[src/rtl/uart_tx_fifo.sv]
// -----------------------------------------------------------------------------
// uart_tx_fifo
//   Buffered 8N1 UART transmitter fed by byte writes from an rbus slave port.
//   Writes are queued in a DEPTH-entry FIFO and shifted out LSB first on txd_o.
//   Back-to-back queued bytes are sent with no idle gap between frames.
//
// Ports:
//   clk_i       system clock
//   rst_i       asynchronous active-low reset
//   en_i        rbus slave select
//   we_i        rbus write flag
//   wdata_i     byte to queue for transmission
//   status_o    {count[4:0], busy, empty, full}
//   overflow_o  sticky: a write was dropped because the FIFO was full
//   busy_o      a frame (start/data/stop) is on the line
//   txd_o       serial output, idles high
// -----------------------------------------------------------------------------
module uart_tx_fifo #(
    parameter int CLK_FREQ = 50000000,
    parameter int BAUD     = 115200,
    parameter int DEPTH    = 16,
    parameter int AW       = 4
) (
    input  logic       clk_i,
    input  logic       rst_i,
    input  logic       en_i,
    input  logic       we_i,
    input  logic [7:0] wdata_i,
    output logic [7:0] status_o,
    output logic       overflow_o,
    output logic       busy_o,
    output logic       txd_o
);

    localparam int              DIV      = CLK_FREQ / BAUD;
    localparam int              CW       = $clog2(DIV);
    localparam logic [CW-1:0]   LAST_CNT = CW'(DIV - 1);
    localparam logic [AW:0]     FULL_CNT = (AW + 1)'(DEPTH);

    typedef enum logic [1:0] {
        IDLE,
        START,
        DATA,
        STOP
    } txState_t;

    // FIFO storage and bookkeeping
    logic [7:0]    mem [DEPTH];
    logic [AW-1:0] wrPtr;
    logic [AW-1:0] rdPtr;
    logic [AW:0]   count;
    logic          full;
    logic          empty;
    logic          wrReq;
    logic          push;
    logic          pop;

    // Transmit engine
    txState_t      state;
    txState_t      stateNext;
    logic [CW-1:0] baudCnt;
    logic [2:0]    bitIdx;
    logic [7:0]    shReg;
    logic          slotEnd;
    logic          txdNext;

    assign full    = (count == FULL_CNT);
    assign empty   = (count == '0);
    assign wrReq   = en_i & we_i;
    assign push    = wrReq & ~full;
    assign slotEnd = (baudCnt == LAST_CNT);

    // NOTE: every signal assigned here gets a default first, so no path leaves
    // it unassigned and no latch is inferred.
    always_comb begin
        stateNext = state;
        pop       = 1'b0;
        txdNext   = 1'b1;
        case (state)
            IDLE: begin
                if (!empty) begin
                    pop       = 1'b1;
                    stateNext = START;
                end
            end
            START: begin
                txdNext = 1'b0;
                if (slotEnd) stateNext = DATA;
            end
            DATA: begin
                txdNext = shReg[bitIdx];
                if (slotEnd && bitIdx == 3'd7) stateNext = STOP;
            end
            STOP: begin
                // Chain straight into the next frame when data is waiting.
                if (slotEnd) begin
                    if (!empty) begin
                        pop       = 1'b1;
                        stateNext = START;
                    end else begin
                        stateNext = IDLE;
                    end
                end
            end
            default: stateNext = IDLE;
        endcase
    end

    // NOTE: the storage array has no reset; stale contents are never read
    // because the pointers and count are reset, and leaving it unreset lets it
    // map onto plain memory.
    always_ff @(posedge clk_i) begin
        if (push) mem[wrPtr] <= wdata_i;
    end

    // NOTE: sequential state uses non-blocking assignments so every register
    // samples the pre-edge values regardless of statement order.
    always_ff @(posedge clk_i or negedge rst_i) begin
        if (!rst_i) begin
            wrPtr      <= '0;
            rdPtr      <= '0;
            count      <= '0;
            overflow_o <= 1'b0;
            state      <= IDLE;
            baudCnt    <= '0;
            bitIdx     <= '0;
            shReg      <= '0;
            txd_o      <= 1'b1;
            busy_o     <= 1'b0;
        end else begin
            if (push) wrPtr <= wrPtr + AW'(1);
            if (wrReq && full) overflow_o <= 1'b1;

            if (pop) begin
                shReg <= mem[rdPtr];
                rdPtr <= rdPtr + AW'(1);
            end

            case ({push, pop})
                2'b10:   count <= count + (AW + 1)'(1);
                2'b01:   count <= count - (AW + 1)'(1);
                default: count <= count;
            endcase

            state <= stateNext;

            // Slot counter restarts on every state entry and at each slot end.
            if (state == IDLE || stateNext != state || slotEnd) begin
                baudCnt <= '0;
            end else begin
                baudCnt <= baudCnt + CW'(1);
            end

            // Wraps 7 -> 0 on leaving DATA, so it is always 0 on DATA entry.
            if (state == DATA && slotEnd) bitIdx <= bitIdx + 3'd1;

            // Line outputs are registered from the current state, so they
            // follow the state by one cycle and never glitch.
            txd_o  <= txdNext;
            busy_o <= (state != IDLE);
        end
    end

    assign status_o = {5'(count), busy_o, empty, full};

endmodule

[config.mk]
export PLATFORM = sky130hd
export DESIGN_NAME = uart_tx_fifo
export DESIGN_NICKNAME = d
export VERILOG_FILES = /design/src/rtl/uart_tx_fifo.sv
export SDC_FILE = /design/constraint.sdc
export NUM_CORES = 1
export LEC_CHECK = 0
export ABC_AREA = 1
export ABC_CLOCK_PERIOD_IN_PS = 6750
export CAP_MARGIN = 10
export CORE_MARGIN = 3
export CORE_UTILIZATION = 66
export DETAILED_ROUTE_END_ITERATION = 7
export PLACE_DENSITY = 0.94
export SETUP_SLACK_MARGIN = 0.02
export SLEW_MARGIN = 20
export SYNTH_ARGS = -nofsm -noshare
export SYNTH_HDL_FRONTEND = slang
export SYNTH_SLANG_ARGS = --single-unit
[constraint.sdc]
create_clock -name clk_i -period 6.75 [get_ports clk_i]
set_input_delay 2.025 -clock clk_i [delete_from_list [all_inputs] [get_ports clk_i]]
set_output_delay 2.025 -clock clk_i [all_outputs]
set_load 0.01 [all_outputs]
Word-level counts from Yosys, hierarchy flattened
Memories as Yosys holds them, arrays and structs flattened. A register that Yosys moved wholly into a read port is not among the register bits.
Cells that the tools add are included.
Widths: inputs -> output; s select.
Word-level totals
  bits in registers: 30
  bits in writable memories: 128
  word-level logic and storage cells: 55
  memories: 1
  bits of input ports: 12
  output and inout port bits: 11
Operators by class
  mux-type cells: 16
  bitwise gates (word level): 3
  $lt $le $gt $ge: 1
  eq/ne operators: 9
  reductions and logical operators: 10
  $add $sub $neg: 6
Memories
  mem: words 16, width 8, rd ports 1, clocked after Yosys merged registers in 1, write ports 1, RTL line 48  | logic [7:0] mem [DEPTH];
Operator list (number)
  $pmux 5 s2: 1
  $add 9x1->9 const B: 1
  $eq 9x9->1 const B: 1
  $mux 9: 1
  $add 4x1->4 const B: 2
  $mux 2: 4
  $pmux 2 s4: 1
  $eq 2x2->1 const B: 3
  $mux 1: 6
  $add 5x1->5 const B: 1
  $eq 5x5->1 const B: 1
  $logic_not 5->1: 1
  $sub 5x1->5 const B: 1
  $eq 2x1->1 const B: 2
  $lt 3x4->1 const B: 1
  $pmux 1 s2: 2
  $reduce_bool 2->1: 2
  $add 3x1->3 const B: 1
  $bmux 1 s3: 1
  $eq 3x3->1 const B: 1
  $logic_and 1x1->1: 3
  $and 1x1->1: 2
  $logic_not 2->1: 1
  $logic_or 1x1->1: 2
  other kinds (3): 3

Depth between registers and ports, before layout
Gate-level depths: netlist of the first run.
  depth in word-level cells: 8
  mapped depth: 18
  mapped depth without buffers: 17

Worst setup path before layout of the first run
No wires, ideal clock.
  kind: input -> register
  from: input en_i
  to: register count[4]
  setup slack: 3.300 ns
  buffers on the path: 0
  cell stages on the path: 10
  data arrival time: 3.319 ns
  setup time: 0.131 ns
  data required time: 6.619 ns
  cell sequence: nand2_1 > inv_1 > nand2_2 > ha_1 > ha_1 > a21oi_1 > nand2_1 > a21oi_1 > o21ai_0 > xor2_1
Between the ends
  longest elaborated chain between the ends: 4
  elaborated cells between the ends (all ways): 6
  those cells by class: 2 x eq/ne; 1 x mux; 2 x bitwise; 1 x reduce/logical
Ends and longest elaborated chain
  start, declared: RTL line 26  | input logic en_i,
  $and 1x1->1 *: RTL line 69  | assign wrReq = en_i & we_i;
  $and 1x1->1 *: RTL line 70  | assign push = wrReq & ~full;
  $eq 2x1->1 / $eq 2x2->1 (equally long branches): RTL line 139  | case ({push, pop})
  $pmux 5 s2 / $reduce_bool 2->1 (equally long branches)
  end signal, assigned: RTL line 140  | 2'b10: count <= count + (AW + 1)'(1);
  end signal, assigned: RTL line 141  | 2'b01: count <= count - (AW + 1)'(1);
  end signal, assigned: RTL line 142  | default: count <= count;
  end, declared: RTL line 51  | logic [AW:0] count;
Mark *: on every way between the ends. The rest lies on a longest branch, timed or not.
A chain may end at the register's enable or synchronous reset.

Worst setup path after layout of the first run
  from: register count[3]
  to: output status_o[1]
Between the ends
  longest elaborated chain between the ends: 1
Ends and longest elaborated chain
  $logic_not 5->1: RTL line 68  | assign empty = (count == '0);
  end, declared: RTL line 29  | output logic [7:0] status_o,
Every way passes these cells.

==> run summary, run 1 <==
The number of post-CTS setup repair buffers came out at 0. Global routing used between 40 and 50% of the available met2 tracks. The final total power came out at 2390 uW. Each instance of the synthesized netlist takes up on average roughly 11 sq um. The final count of hold timing violations came out at 0. The sum of net half-perimeters after detailed placement came out at around 9800 um.

The total cell area at the placement stage is 7490 sq um. The actual slew at the worst max-slew pin came out at roughly 1.0 ns. The worst setup path is launched from a register.

For this run, the detailed router's first-pass iteration total came to 6. The share of final-layout standard cells stronger than drive strength 1 is a little under a tenth. The clock drives approximately 170 sinks. The number of storage elements in the synthesis netlist came out at between 150 and 200. The number of cells in the design after placement is 764. The worst setup path is of the reg -> out kind. The leakage dissipation is approximately 0.0029 uW. The count of hold buffers inserted by post-cts repair is 0. The maximum number of pins on one net before global-route repair came out at 69.

The met3 capacity usage during global routing came out at approximately 6.9%. The via count of the first global-routing pass came out at slightly below 5000. For this run, global-route usage on met1 was measured as roughly 35%. The flow ran to the end, and the final reports show no timing, DRC or antenna violations. The DRC marker count from the first detailed-route iteration came out at slightly above 600. The data arrival time of the critical path is about 2.0 ns. The tightest min-delay check is of the reg -> reg type. Synthesis produced a netlist whose cell count is roughly 630. Port buffering added 22 buffers.

The timing-limited maximum frequency came out at approximately 250 MHz. In this run the critical register-to-register path is launched from state[0]$_DFF_PN0_. The number of slew-limit violations in the final report came out at 0. The layer flagged by global routing as most heavily used is met2. Clock tree synthesis selected as its root buffer the cell sky130_fd_sc_hd__clkbuf_8. VDD sags by at most 0.000277 V. The hold path startpoint is overflow_o$_DFFE_PN0P_. In the final routed layout, each cell accounts on average for 21.0 um. The remaining design rule violation count came out at 0.

The final setup violation count is 0. The routability congestion estimate from global placement came out at between 0.8 and 0.9. The fraction of the core area covered by cells at the end of the flow came out at 76.7%. The data required time at the worst endpoint is approximately 4.7 ns. The synthesized design spends more area on one cell type than any other, namely sky130_fd_sc_hd__edfxtp_1.

The worst slew margin relative to its limit is 31.0%. The total congestion overflow came out at 0. The peak fanout along the critical path came out at 4. The post-layout instance count excluding filler cells came out at 796. The worst register-to-register path has a setup slack of 3.72 ns.

The proportion of netlist area held by the largest area contributor is a little over half. The cell count of the worst hold path is 1. The floorplan step set the die height to 111 um. The sequential fraction of the synthesis area is approximately two thirds. The final wirelength is 16700 um. The final instance area is roughly 8000 sq um. The number of antenna violations at the first check in global routing is 0. The later-pin clock latency in the skew report came out at ~0.55 ns. Once the clock tree was built, the resizer swapped 0 gates to a different size. Clock-pin slew was measured on the worst setup and hold paths at 0.07 ns. For this block, the via count after detailed routing is between 5000 and 6000. The worst clock skew came out at between 0.006 and 0.007 ns. After floorplanning, the core was divided into 37 placement rows.

TritonCTS built the clock tree. By area the synthesized netlist is led by sky130_fd_sc_hd__edfxtp_1 (53%), sky130_fd_sc_hd__dfrtp_1 (13%), sky130_fd_sc_hd__nor2_1 (6.8%). The first global-routing pass estimated between 20000 and 30000 um of wire. The area of the core is 10500 sq um. The number of ports placed on the die boundary is 23.

Setup repair after global routing left no endpoint under its margin. The final period demand of the worst path is a little over 4 ns. The worst-case reg-to-reg path depth came out at 15. Clock tree synthesis inserted a total of 17 buffers. The H-tree was split into 4 levels. The number of distinct library cells after synthesis came out at 39.

The global-route usage over all layers is between 20 and 30%. The setup TNS came out at 0 ns. For hold timing, the worst endpoint is overflow_o$_DFFE_PN0P_. For this configuration, the core starts out at a cell density of 69.3%. The power density normalized to cell area came out at ~300 nW/um^2. The end of the worst register-to-register path is count[4]$_DFFE_PN0P_. The max-cap check violation count came out at 0. The worst setup path is captured at a primary output. Of the available clock period, the critical path in the final layout requires 59.7%. The die footprint is between 10000 and 15000 sq um. Counting along the longest clock path gives a buffer depth of 2. The net count of the mapped netlist is approximately 660. Using the TritonRoute via totals, the vias-per-cell ratio works out to roughly 6.3. The die span in x is around 110 um. The count of antenna diodes in the layout is 0. The detail route stage leaves a number of antenna-violating nets equal to 0. The final layout contains between 600 and 700 nets. The area added between synthesis and finish is 10.8%. The synthesized area came out at just over 7000 sq um. The Yosys step of the flow raised 0 warnings.
## worst max-delay path by stage
stage | startpoint | to | slack (ns) | cells past startpoint
global placement | en_i | count[4]$_DFFE_PN0P_ | 2.75 | 11
CTS | count[3]$_DFFE_PN0P_ | status_o[1] | 2.70 | 4
finish | count[3]$_DFFE_PN0P_ | status_o[1] | 2.72 | 4
global route | count[3]$_DFFE_PN0P_ | status_o[1] | 2.64 | 4
floorplan | en_i | count[4]$_DFFE_PN0P_ | 3.30 | 10
detailed placement | we_i | count[4]$_DFFE_PN0P_ | 2.63 | 11
## logic make-up after synthesis
logic type / share of synthesized area, %
fa+ha+maj: 3.20
flops: 65.9
simple gates: 15.1
xor+xnor: 1.93
buf+inv: 4.25
mux: 0.155
compound gates: 9.49
## synth_stat cells
cell type,n
sky130_fd_sc_hd__a21oi_1,5
sky130_fd_sc_hd__a31oi_1,1
sky130_fd_sc_hd__a32oi_1,1
sky130_fd_sc_hd__buf_2,11
sky130_fd_sc_hd__buf_4,5
sky130_fd_sc_hd__buf_6,5
sky130_fd_sc_hd__clkbuf_1,6
sky130_fd_sc_hd__clkbuf_2,2
sky130_fd_sc_hd__clkinv_1,2
sky130_fd_sc_hd__dfrtp_1,37
sky130_fd_sc_hd__dfstp_2,1
sky130_fd_sc_hd__edfxtp_1,128
sky130_fd_sc_hd__fa_1,1
sky130_fd_sc_hd__ha_1,17
sky130_fd_sc_hd__inv_1,26
sky130_fd_sc_hd__inv_2,6
sky130_fd_sc_hd__mux2_2,1
sky130_fd_sc_hd__nand2_1,62
sky130_fd_sc_hd__nand2_2,9
sky130_fd_sc_hd__nand2_4,2
sky130_fd_sc_hd__nand3_1,22
sky130_fd_sc_hd__nand3_2,2
sky130_fd_sc_hd__nand4_1,4
sky130_fd_sc_hd__nand4_2,1
sky130_fd_sc_hd__nor2_1,132
sky130_fd_sc_hd__nor2_2,4
sky130_fd_sc_hd__nor2_4,1
sky130_fd_sc_hd__nor2_8,1
sky130_fd_sc_hd__nor3_1,8
sky130_fd_sc_hd__nor3_2,1
sky130_fd_sc_hd__o211ai_1,34
sky130_fd_sc_hd__o21ai_0,52
sky130_fd_sc_hd__o21ai_1,22
sky130_fd_sc_hd__o21ai_2,2
sky130_fd_sc_hd__o21bai_1,1
sky130_fd_sc_hd__or2_1,2
sky130_fd_sc_hd__or2_2,1
sky130_fd_sc_hd__xnor2_1,3
sky130_fd_sc_hd__xor2_1,13
## area by class of cell
cell class | instances | area [sq um]
multi-input combinational | 405 | 2170
tap | 136 | 170
inverter | 34 | 128
fill | 570 | 2440
clock inverter | 13 | 149
clock buffer | 19 | 422
sequential | 166 | 4800
timing repair buffer | 23 | 223
## metrics by stage
stage / hold slack [ns] / worst slack (ns)
final: 0.479 / 2.72
after global routing: 0.501 / 2.64
after CTS: 0.482 / 2.70
after detailed placement: 0.467 / 2.63
after global placement: 0.457 / 2.75
after floorplan: 0.444 / 3.30
## critical path, cell delays in order, from the launching register on
cell	delay, ns
sky130_fd_sc_hd__dfrtp_1	0.43
sky130_fd_sc_hd__nor2_1	0.19
sky130_fd_sc_hd__nand2_2	0.11
sky130_fd_sc_hd__nor2_2	0.16
sky130_fd_sc_hd__clkdlybuf4s50_1	0.56
## state kept, by name (all words and copies together), names as in the netlist, 2 cells and up
register / cells
count: 5
state: 2
mem: 128
wrPtr: 4
bitIdx: 3
baudCnt: 9
shReg: 8
rdPtr: 4
## layer usage
layer | part of all wire, % | routed length, um
met4 | 3.9 | 656
met3 | 10 | 1680
met1 | 36 | 6080
met5 | 0 | 0
met2 | 50 | 8270
## cell usage in the layout, fill, tap and decap left out, types with 2 or more instances in the layout
cell and n:
sky130_fd_sc_hd__clkinv_1 4, sky130_fd_sc_hd__ha_1 17, sky130_fd_sc_hd__xnor2_1 3, sky130_fd_sc_hd__clkdlybuf4s50_1 21
sky130_fd_sc_hd__bufinv_16 2, sky130_fd_sc_hd__clkbuf_1 2, sky130_fd_sc_hd__nand3_1 22, sky130_fd_sc_hd__nand2_1 62
sky130_fd_sc_hd__inv_2 6, sky130_fd_sc_hd__nor2_2 4, sky130_fd_sc_hd__xor2_1 13, sky130_fd_sc_hd__clkinv_4 4
sky130_fd_sc_hd__o21ai_0 52, sky130_fd_sc_hd__nor2_1 132, sky130_fd_sc_hd__o21ai_1 22, sky130_fd_sc_hd__nand3_2 2
sky130_fd_sc_hd__nand2_4 2, sky130_fd_sc_hd__dfrtp_1 36, sky130_fd_sc_hd__o21ai_2 2, sky130_fd_sc_hd__a21oi_1 5
sky130_fd_sc_hd__inv_8 2, sky130_fd_sc_hd__edfxtp_1 128, sky130_fd_sc_hd__nor3_1 8, sky130_fd_sc_hd__o211ai_1 34
sky130_fd_sc_hd__nand2_2 9, sky130_fd_sc_hd__clkinvlp_4 2, sky130_fd_sc_hd__clkbuf_16 16, sky130_fd_sc_hd__inv_1 26
sky130_fd_sc_hd__nand4_1 4, sky130_fd_sc_hd__or2_1 2
## power breakdown
group	leakage [uW]	switching (uW)	internal (uW)
sequential	0.00161	48.5	1170
clock	0.000272	397	532
combinational	0.00100	158	82.7
total	0.00289	604	1790
(Power assumes the default switching activity.)
==> run 2: changes to the inputs <==
--- a/config.mk
+++ b/config.mk
@@ -6,12 +6,12 @@
 export NUM_CORES = 1
 export LEC_CHECK = 0
 export ABC_AREA = 1
-export ABC_CLOCK_PERIOD_IN_PS = 6750
+export ABC_CLOCK_PERIOD_IN_PS = 3240
 export CAP_MARGIN = 10
 export CORE_MARGIN = 3
-export CORE_UTILIZATION = 66
+export CORE_UTILIZATION = 55
 export DETAILED_ROUTE_END_ITERATION = 7
-export PLACE_DENSITY = 0.94
+export PLACE_DENSITY = 0.84
 export SETUP_SLACK_MARGIN = 0.02
 export SLEW_MARGIN = 20
 export SYNTH_ARGS = -nofsm -noshare
==> constraint.sdc (replaced) <==
create_clock -name clk_i -period 3.24 [get_ports clk_i]
set_input_delay 0.972 -clock clk_i [delete_from_list [all_inputs] [get_ports clk_i]]
set_output_delay 0.972 -clock clk_i [all_outputs]
set_load 0.01 [all_outputs]
==> run summary, run 2 (same netlist as run 1, synthesis figures left out) <==
The sum of net half-perimeters after detailed placement came out at roughly 9400 um. During placement, the flow inserted port buffers numbering 22. The actual slew at the worst max-slew pin came out at around 1.0 ns.

Clock tree synthesis selected as its root buffer the cell sky130_fd_sc_hd__clkbuf_16. The DRC marker count from the first detailed-route iteration came out at 540. The register with the most flip-flops is mem. The type of the worst setup path is reg -> reg.

In this run the power density over the cells is 609 nW/um^2. The remaining design rule violation count came out at 0. The end of the worst register-to-register path is count[4]$_DFFE_PN0P_.

Summing all multi-input logic gate instances after layout gives between 2000 and 2500 sq um. Data on the critical path is required at its endpoint by 3.54 ns. The flip-flop count of the largest register after layout is approximately 130. Counting along the longest clock path gives a buffer depth of 2. The count of antenna diodes in the layout came out at 0.

The initial cell density of the core came out at a little under three fifths. The peak fanout along the critical path is 15. The cell count of the worst hold path is 1.

The maximum number of pins on one net before global-route repair is around 70. The clock buffer count from CTS came out at 17. The path with the worst hold slack has its endpoint at overflow_o$_DFFE_PN0P_.

The count of instances resized after the clock tree is built is 0. The final total power is between 5000 and 6000 uW. The detail-routed net length per standard cell is 17.8 um. The setup TNS came out at 0 ns. The die covers 14700 sq um. The total vias in the final route came out at between 4000 and 5000. The timing-limited maximum frequency is about 330 MHz. The clock-pin slew on the worst setup and hold paths came out at around 0.060 ns. The final period demand of the worst path is 3.04 ns.

For this design the top-level I/O count stands at 23. The first-pass iteration count of the detailed router is 6. For the worst setup path, the data arrival time is 3.34 ns. The reg-to-reg setup timing slack came out at slightly above 0.2 ns. The routability congestion estimate from global placement came out at about 0.9. The global-route usage over all layers is between 20% and 30%. The count of hold buffers inserted by post-cts repair is 0. The number of setup buffers added after CTS is 0. The hold path startpoint is overflow_o$_DFFE_PN0P_.

The layout has 897 filler cells. The max-cap check violation count came out at 0. The path class of the tightest hold or removal check is reg -> reg. The final count of hold timing violations is 0. The clock sink count is around 170. The worst clock skew came out at slightly above 0.01 ns. The clock tree from TritonCTS is done. The H-tree was split into 4 levels. The first global-routing pass estimated roughly 24000 um of wire.

The reg-to-reg critical path startpoint is state[1]$_DFF_PN0_. The via count of the first global-routing pass came out at between 4000 and 5000. The area added between synthesis and finish is 13.3%. The largest registers in the layout are mem x128, baudCnt x9, shReg x8. Setup violations remaining at the end of the flow were counted as 0. In the finished design, the share of the clock period the worst path needs comes to between 90 and 100%. The count of nets left with antenna violations after detail routing is 0. The worst slew margin relative to its limit came out at 31.5%. The number of slew-limit violations in the final report is 0. The number of nets in the finished design came out at between 600 and 700. The leakage dissipation came out at about 0.0030 uW. The kind of end point of the critical path is a register. The run finished with clean final reports. The final hold slack came out at a little under 0.5 ns. The total congestion overflow is 0. The area occupied by registers is around 4800 sq um. The die span in x is between 100 and 150 um. The later pin in the worst-skew pair is clocked with a latency of 0.43 ns. The floorplan has 41 rows. The vertical die dimension came out at ~120 um. The top cell types in the final layout, fill and taps aside, are sky130_fd_sc_hd__nor2_1 (132), sky130_fd_sc_hd__edfxtp_1 (128), sky130_fd_sc_hd__nand2_1 (62).

The critical path starts at state[1]$_DFF_PN0_. The worst voltage drop across the vdd grid came out at around 0.00047 V. The total area inside the core boundary comes to about 13000 sq um. The final wirelength is approximately 15000 um. The share of final-layout standard cells stronger than drive strength 1 is 12.0%.

The number of antenna violations at the first check in global routing is 0. After detailed routing, the number of vias per cell comes to about 5.7. The library cell used most frequently in the layout, excluding fill and tap cells, is sky130_fd_sc_hd__nor2_1. Setup repair after global routing left no endpoint under its margin. The worst setup path is launched from a register. The worst-case reg-to-reg path depth came out at 13.
-- run 2: routing by layer --
layer	up-vias	track usage (%)	routed length [um]
met3	48	6.01	1090
met1	2333	27.0	5820
met2	200	37.1	7660
met5	-	0	0
met4	0	9.63	508
li1	2259	-	-
-- run 2: where the power goes --
part | internal [uW] | leakage [uW] | switching [uW] | total, uW
clock network | 1210 | 0.000276 | 803 | 2010
logic | 186 | 0.00110 | 305 | 491
registers | 2440 | 0.00161 | 88.6 | 2530
-- run 2: worst max-delay path: stages, from the launching register on --
cell	delay (ns)
sky130_fd_sc_hd__dfrtp_1	0.45
sky130_fd_sc_hd__inv_1	0.15
sky130_fd_sc_hd__ha_1	0.35
sky130_fd_sc_hd__nor2_1	0.10
sky130_fd_sc_hd__nor2_1	0.13
sky130_fd_sc_hd__o21ai_2	0.11
sky130_fd_sc_hd__nor2_8	0.24
sky130_fd_sc_hd__ha_1	0.33
sky130_fd_sc_hd__ha_1	0.32
sky130_fd_sc_hd__a21oi_1	0.20
sky130_fd_sc_hd__nand2_1	0.10
sky130_fd_sc_hd__a21oi_1	0.13
sky130_fd_sc_hd__o21ai_0	0.13
sky130_fd_sc_hd__xor2_1	0.17
-- run 2: how the worst max path moves through the flow --
stage                     slack, ns                   end  depth (start not counted)
after floorplan                0.65  count[4]$_DFFE_PN0P_                         16
after global placement         0.27  count[4]$_DFFE_PN0P_                         11
after detailed placement       0.15  count[4]$_DFFE_PN0P_                         11
after CTS                      0.28  count[4]$_DFFE_PN0P_                         15
after global routing           0.03  count[4]$_DFFE_PN0P_                         15
final                          0.20  count[4]$_DFFE_PN0P_                         13
-- run 2: area by class of cell --
class	instances	share of cell area (%)
clock inverter	12	1.85
timing repair buffer	40	4.25
clock buffer	19	5.25
inverter	34	1.55
multi-input combinational	405	26.4
tap	172	2.61
sequential	166	58.1
-- run 2: stage by stage --
stage | instances | util (%) | area (sq um) | setup WS [ns]
final | 848 | 64.6 | 8250 | 0.201
after floorplan | 634 | - | 7280 | 0.647
after global routing | 848 | 64.6 | 8250 | 0.0348
after detailed placement | 817 | 60.0 | 7660 | 0.152
after CTS | 848 | 64.6 | 8250 | 0.275
after global placement | 817 | 60.0 | 7660 | 0.271
